<file path="config.mk">
export PLATFORM = sky130hd
export DESIGN_NAME = mole_round_ctrl
export DESIGN_NICKNAME = d
export VERILOG_FILES = /design/src/rtl/mole_round_ctrl.sv
export SDC_FILE = /design/constraint.sdc
export NUM_CORES = 1
export LEC_CHECK = 0
export BUFFER_PORTS_ARGS = -buffer_cell sky130_fd_sc_hd__buf_2
export CORE_MARGIN = 1.5
export CORE_UTILIZATION = 45
export DETAILED_ROUTE_END_ITERATION = 8
export PLACE_DENSITY = 0.66
export SETUP_SLACK_MARGIN = 0.05
export SLEW_MARGIN = 20
export SYNTH_ARGS = -nofsm -noshare
export SYNTH_HDL_FRONTEND = slang
export SYNTH_SLANG_ARGS = --single-unit
</file>
<file path="constraint.sdc">
create_clock -name clk -period 2.45 [get_ports clk]
set_input_delay 0.6125 -clock clk [delete_from_list [all_inputs] [get_ports clk]]
set_output_delay 0.6125 -clock clk [all_outputs]
set_load 0.005 [all_outputs]
</file>
<file path="src/rtl/mole_round_ctrl.sv">
`default_nettype none
// ============================================================================
// Module      : mole_round_ctrl
// Description : Whack-a-mole round controller. Draws a mole index from the
//               PRNG, lights one of eight moles, scores button presses
//               against the lit mole and ends the game after MAX_MISS misses.
// Revision    : 1.0 - initial release
// ============================================================================
module mole_round_ctrl #(
  parameter int GAP_CYCLES  = 4,
  parameter int HOLD_CYCLES = 8,
  parameter int MAX_MISS    = 3
) (
  input  logic       clk,
  input  logic       rst,
  input  logic       start,
  input  logic [7:0] rnd,
  input  logic [7:0] btn,
  output logic       rnd_take,
  output logic [7:0] mole,
  output logic [7:0] score,
  output logic [3:0] miss,
  output logic       busy,
  output logic       game_over
);

  localparam int c_MAX_CNT = (GAP_CYCLES > HOLD_CYCLES) ? GAP_CYCLES : HOLD_CYCLES;
  localparam int c_CNT_W   = $clog2(c_MAX_CNT + 1);
  localparam logic [c_CNT_W-1:0] c_GAP_LOAD  = c_CNT_W'(GAP_CYCLES);
  localparam logic [c_CNT_W-1:0] c_HOLD_LOAD = c_CNT_W'(HOLD_CYCLES);
  localparam logic [c_CNT_W-1:0] c_CNT_ONE   = c_CNT_W'(1);
  localparam logic [c_CNT_W-1:0] c_CNT_TWO   = c_CNT_W'(2);
  localparam logic [3:0]         c_MISS_END  = 4'(MAX_MISS);
  // A one-cycle gap means the very first GAP cycle is also the draw cycle.
  localparam logic               c_GAP_IS_1  = (GAP_CYCLES == 1);

  typedef enum logic [1:0] {
    S_IDLE = 2'd0,
    S_GAP  = 2'd1,
    S_SHOW = 2'd2,
    S_OVER = 2'd3
  } state_t;

  state_t               r_state;
  logic [c_CNT_W-1:0]   r_cnt;
  logic [2:0]           r_last_idx;
  logic                 r_first;
  logic [7:0]           r_btn_q;

  logic [7:0]           w_rise;
  logic [2:0]           w_idx;
  logic                 w_hit;
  logic                 w_miss_evt;
  logic [3:0]           w_miss_inc;
  logic                 w_unused_rnd;

  // Only the low three PRNG bits select a mole.
  assign w_unused_rnd = &{1'b0, rnd[7:3]};

  // Edge detect on buttons, mole draw with repeat avoidance, miss classification.
  always_comb begin
    w_rise     = btn & ~r_btn_q;
    w_idx      = rnd[2:0];
    if (!r_first && (rnd[2:0] == r_last_idx)) begin
      w_idx = rnd[2:0] + 3'd1;
    end
    // mole holds one-hot(idx) throughout SHOW, so it is the hit pattern.
    w_hit      = (w_rise == mole);
    w_miss_evt = (w_rise != 8'd0) || (r_cnt == c_CNT_ONE);
    w_miss_inc = miss + 4'd1;
  end

  // Round state machine with all outputs registered.
  always_ff @(posedge clk or posedge rst) begin
    if (rst) begin
      r_state    <= S_IDLE;
      r_cnt      <= '0;
      r_last_idx <= 3'd0;
      r_first    <= 1'b0;
      r_btn_q    <= 8'hFF;
      rnd_take   <= 1'b0;
      mole       <= 8'd0;
      score      <= 8'd0;
      miss       <= 4'd0;
      busy       <= 1'b0;
      game_over  <= 1'b0;
    end else begin
      r_btn_q  <= btn;
      rnd_take <= 1'b0;
      case (r_state)
        S_IDLE, S_OVER: begin
          if (start) begin
            score     <= 8'd0;
            miss      <= 4'd0;
            r_cnt     <= c_GAP_LOAD;
            r_first   <= 1'b1;
            busy      <= 1'b1;
            game_over <= 1'b0;
            rnd_take  <= c_GAP_IS_1;
            r_state   <= S_GAP;
          end
        end
        S_GAP: begin
          if (r_cnt == c_CNT_ONE) begin
            r_last_idx <= w_idx;
            mole       <= 8'd1 << w_idx;
            r_cnt      <= c_HOLD_LOAD;
            r_first    <= 1'b0;
            r_state    <= S_SHOW;
          end else begin
            r_cnt    <= r_cnt - c_CNT_ONE;
            // Raise the PRNG strobe for the final GAP cycle.
            rnd_take <= (r_cnt == c_CNT_TWO);
          end
        end
        S_SHOW: begin
          if (w_hit) begin
            if (score != 8'hFF) begin
              score <= score + 8'd1;
            end
            mole     <= 8'd0;
            r_cnt    <= c_GAP_LOAD;
            rnd_take <= c_GAP_IS_1;
            r_state  <= S_GAP;
          end else if (w_miss_evt) begin
            miss  <= w_miss_inc;
            mole  <= 8'd0;
            r_cnt <= c_GAP_LOAD;
            if (w_miss_inc == c_MISS_END) begin
              busy      <= 1'b0;
              game_over <= 1'b1;
              r_state   <= S_OVER;
            end else begin
              rnd_take <= c_GAP_IS_1;
              r_state  <= S_GAP;
            end
          end else begin
            r_cnt <= r_cnt - c_CNT_ONE;
          end
        end
        default: begin
          r_state <= S_IDLE;
        end
      endcase
    end
  end

endmodule
`default_nettype wire

</file>
# --- After elaboration in Yosys (flattened, before gate mapping) ---
# Index checks and enable logic that the tools add are counted.
classes:
  n_shift: 1
  n_bitwise: 2
  n_addsub: 4
  n_eq_ne: 17
  reduce_logical: 17
  n_mux: 38
op_table:
  columns: ["cell", "n"]
  rows:
  - ["8-bit 2-to-1 mux", 6]
  - ["8-bit case mux with 2 select lines", 2]
  - ["4-bit 2-to-1 mux", 7]
  - ["2-bit != test (second input constant)", 7]
  - ["4-bit case mux with 3 select lines", 1]
  - ["1-bit 2-to-1 mux", 10]
  - ["2-bit 2-to-1 mux", 5]
  - ["3-bit AND reduction", 3]
  - ["8-bit by 1-bit adder with 8-bit output (second input constant)", 1]
  - ["8-bit bitwise AND", 1]
  - ["4-bit by 2-bit equality test with 1-bit output (second input constant)", 2]
  - ["8-bit equality test", 1]
  - ["8-bit != test (second input constant)", 1]
  - ["8-bit NOT", 1]
  - ["1-bit case mux with 2 select lines", 4]
  - ["4-bit case mux with 2 select lines", 1]
  - ["4-bit AND reduction", 2]
  - ["8-bit nonzero test", 1]
  - ["1-bit by 3-bit left shift with 8-bit output (first input constant)", 1]
  - ["2-bit case mux with 3 select lines", 1]
  - ["2-bit nonzero test", 3]
  - ["5-bit AND reduction", 1]
  - ["4-bit by 1-bit adder with 4-bit output (second input constant)", 1]
  - ["2-bit equality test (second input constant)", 2]
  - ["other kinds (14)", 14]
word_totals:
  reg_bits: 41
  inputBits: 19

# --- Logic depth before layout (Yosys ltp) ---
logic_depth:
  word_depth: 7
  ltp_mapped: 8

# --- Worst setup path before layout ---
# OpenSTA, ideal clock, no wires.
synth_timing:
  kind: "input-to-reg"
  from: "in rnd[1]"
  to: "reg mole[7]"
  setup_slack_ns: 0.363
  path_stages: 5
  t_arrival_ns: 1.960
  n_path_buf: 0
  path_cell_list: "xor2_1 > nor4b_1 > mux2i_1 > nor3b_1 > mux2_1"
synth_between:
  elab_chain_len: 6
  elab_cells_between_ends: 7
  cone_classes: "add/sub: 1; eq/ne: 1; shift: 1; mux: 3; reduce/logical: 1"
synth_rtl:
  columns: ["element", "line", "rtl"]
  rows:
  - ["start, declared", "17", "input logic [7:0] rnd,"]
  - ["branches (longest 2 deep; another with 3-bit by 1-bit adder with 3-bit output)", null, null]
  - ["3-bit 2-to-1 mux (*)", "64", "if (!r_first && (rnd[2:0] == r_last_idx)) begin"]
  - ["1-bit by 3-bit left shift with 8-bit output (*)", "106", "mole <= 8'd1 << w_idx;"]
  - ["8-bit 2-to-1 mux (*)", "104", "if (r_cnt == c_CNT_ONE) begin"]
  - ["8-bit case mux with 2 select lines (*)", "90", "case (r_state)"]
  - ["end signal, assigned", "106", null]
  - ["end, declared", "20", "output logic [7:0] mole,"]
# Every way passes the cells marked *. The select of a mux whose other input is x is not followed.
# A chain may end at the register's enable or synchronous reset.

# --- Worst setup path in the final report ---
layout_timing:
  from: "reg r_btn_q[2]"
  to: "reg mole[2]"
layout_between:
  elab_chain_len: 6
  elab_cells_between_ends: 9
  cone_classes: "eq/ne: 2; mux: 2; bitwise: 2; reduce/logical: 3"
layout_rtl:
  columns: ["element", "line", "rtl"]
  rows:
  - ["start, declared", "48", "logic [7:0] r_btn_q;"]
  - ["start signal, assigned", "88", "r_btn_q <= btn;"]
  - ["8-bit NOT (*)", "62", "w_rise = btn & ~r_btn_q;"]
  - ["8-bit bitwise AND (*)", "62", null]
  - ["8-bit nonzero test", "69", "w_miss_evt = (w_rise != 8'd0) || (r_cnt == c_CNT_ONE);"]
  - ["1-bit logical OR", "69", null]
  - ["3-bit != test (no line)", null, null]
  - ["3-bit AND reduction (no line)", null, null]
# Mark *: on every way between the ends. The rest lies on a longest branch, timed or not.

==> metrics.cfg <==
[critical_path]
worstPathCellList = nor2b_1 -> nor4_1 -> and3_1 -> nand2_1 -> o21ai_4 -> mux2_2
cp-end-kind = register
max_stage_delay_ns = 0.52
crit_fanout = 9
crit_type = register to register
arrival_ns = 2.32
cp_slowest_cell = dfstp_2
startpoint_type = register
path_buf_inv = 0
cp_data_required_time_ns = 2.63
critical_path.top_delay_family = simple AND/OR/NAND/NOR gates

[yosys]
synth.area.top_cells = dfrtp_1 34%, dfstp_2 8.7%, ha_1 5.2%
synth.top_cell.area_share_pct = 34.34
ys_types = 52
synth-edff-count = 0
syn-instance-count = 234
synth_area_per_cell_um2 = 10.28
synthArstFlopShare_pct = 100.0
synth_largest_area_cell = dfrtp_1
syn-cell-area_um2 = 2405
yosys-top-cells-count = 33 x dfrtp_1, 17 x nand2_1, 15 x nor2_1, 13 x a21oi_1
synthMostInstantiatedCell = dfrtp_1
synth_nets = 263
ys.warnings.count = 0
yosys_most_used_dff = dfrtp_1
synth-seq-cells = 41
synth_seq_area_share_pct = 43.08

[grt]
grt_pass1_wl_um = 8521
grt_pass1_vias = 1782
grtUsageTotal_pct = 18.20
grt_max_degree = 42
antenna_found_initial = 0
gr-total-overflow = 0

[placement]
postPlaceCellArea_um2 = 2698
dp_cells = 340
portBuffers = 36
place_congestion = 0.7422
hpwlAfterDp_um = 3434

[finish]
final_cell_area_um2 = 2794
layout.cells.non_filler = 348
diodes = 0
fillerInstances = 488
nNetsFinal = 306
areaGrowthSynthToFinish_pct = 16.18
drive_gt1_share_pct = 30.58

[power_and_ir_drop]
p_sw_uw = 1162
pwr-share-seq_pct = 35.2
p_int_uw = 1658
p_per_area_nw_per_um2 = 1010
p_clk_share_pct = 16.8
swShare_pct = 41.21
irDropWorstVdd_uv = 413.2
design_power_total_uw = 2821
p_leak_uw = 0.001304
pwr-share-comb_pct = 48.0

[sta]
final-setup-viol-count = 0
finClkSkew_ns = 0.009336
relSlewSlack_pct = 64.81
final.setup.tns_ns = 0
whs_ns = 0.4156
slew_viol_final = 0
worst_pin_slew_ns = 0.5278
timing.final.hold_violations = 0
fmax_mhz = 467.0
rsz0062_at_grt = false
finalCritPeriodShare_pct = 87.39
min_period_ns = 2.141

[cts]
cts_resized = 0
cts_max_level = 2
holdBufCountCts = 0
clk_pin_slew_worst_paths_ns = 0.08
tritoncts = yes
cts-root-buf = clkbuf_8
cts_sinks = 41
cts_setup_buffers = 0
clock_latency_ns = 0.29
clk_path_buf_depth = 2
cts_made_buffers = 5

[route]
drc = 0
drt_wl_total_um = 4838
drtPass1Iterations = 4
vias = 1862
viasPerCell = 5.351
wl_per_cell_um = 13.90
antenna_left = 0
first_iter_violations = 62

[floorplanning]
io-pin-count = 42
initial_core_util_pct = 46.79
fp.dieArea_um2 = 5791
std_cell_rows = 26
coreArea_um2 = 5140
die_y_um = 76.10
die_w_um = 76.10

[job]
maxCapViolations = 0

[min_path]
hold_class = primary input to register

[status]
status = completed

[flip-flops by register name, indices dropped and copies added (netlist names)]
name / count
busy: 1
mole: 8
miss: 4
r_btn_q: 8
r_cnt: 4
r_first: 1
r_last_idx: 3
game_over: 1
score: 8
rnd_take: 1
r_state: 2
[final timing paths]
| check | startpoint | end | slack [ns] | cells after the start |
|---|---|---|---|---|
| max | r_btn_q[2]$_DFF_PP1_ | mole[2]$_DFFE_PP0P_ | 0.31 | 6 |
| min | btn[4] | r_btn_q[4]$_DFF_PP1_ | 0.42 | 1 |
| max reg2reg | r_btn_q[2]$_DFF_PP1_ | mole[2]$_DFFE_PP0P_ | 0.31 | 6 |
| min reg2reg | r_state[1]$_DFFE_PP0P_ | r_state[1]$_DFFE_PP0P_ | 0.52 | 1 |
| max in group asynchronous | rst | r_btn_q[1]$_DFF_PP1_ | 1.64 | 3 |
| min in group asynchronous | rst | mole[0]$_DFFE_PP0P_ | 0.43 | 3 |
[kinds of logic (layout without fill, tap and decap cells)]
| logic type | Yosys count | count (layout) | synth area share, % |
|---|---|---|---|
| and+or+nand+nor | 90 | 90 | 23.05 |
| AOI/OAI and AO/OA | 48 | 48 | 13.58 |
| DFF | 41 | 41 | 43.08 |
| buffers and inverters | 17 | 61 | 2.705 |
| xor gates and xnor gates | 14 | 14 | 6.035 |
| muxes | 14 | 14 | 6.348 |
| adders and majority gates | 10 | 10 | 5.203 |
[layer usage]
metal / track usage (%) / share of wire [%] / vias to the layer above / wire [um]
li1: - / - / 927 / -
met1: 25.46 / 49 / 889 / 2373
met2: 28.74 / 46 / 39 / 2212
met3: 3.473 / 4.0 / 7 / 194
met4: 5.556 / 1.2 / 0 / 57
met5: 0 / 0 / - / 0
[cell usage in the layout, fill, tap and decap left out, types with 5 or more instances in the layout]
cell type,instances
buf_2,36
dfrtp_1,33
nand2_1,17
nor2_1,15
a21oi_1,13
inv_1,10
o21ai_0,10
ha_1,10
mux2_2,9
dfstp_2,8
and3_1,7
buf_4,7
xnor2_1,6
nor2b_1,6
nand3b_1,6
clkbuf_8,6
xor2_1,5
nand3_1,5
[per-stage QoR]
stage	util, %	setup slack (ns)
after floorplan	-	0.3629
after CTS	54.36	0.3175
after global placement	52.48	0.06106
after global routing	54.36	0.2040
after detailed placement	52.48	0.02966
final	54.36	0.3089
[layout make-up]
type | count | area, um2 | area share, %
multi-input cells | 176 | 1304 | 46.66
clock buffers | 6 | 82.58 | 2.956
flip-flops and latches | 41 | 1036 | 37.08
inverters | 10 | 37.54 | 1.343
clock inverters | 2 | 13.76 | 0.4926
well taps | 70 | 87.58 | 3.135
repair buffers | 43 | 232.7 | 8.330
[worst register-to-register path, stage by stage (launching register included)]
cell     delay, ns
dfstp_2       0.52
nor2b_1       0.06
nor4_1        0.34
and3_1        0.26
nand2_1       0.13
o21ai_4       0.33
mux2_2        0.38
[power by group through the flow]
stage          logic [uW]  clock network, uW  registers (uW)
4_1_cts              1360                491             996
6_report             1350                475             992
2_1_floorplan         973                  0             988
3_3_place_gp         1330                  0            1000
5_1_grt              1500                519            1030
3_5_place_dp         1350                  0            1010
Power figures use the tool's default switching activity.
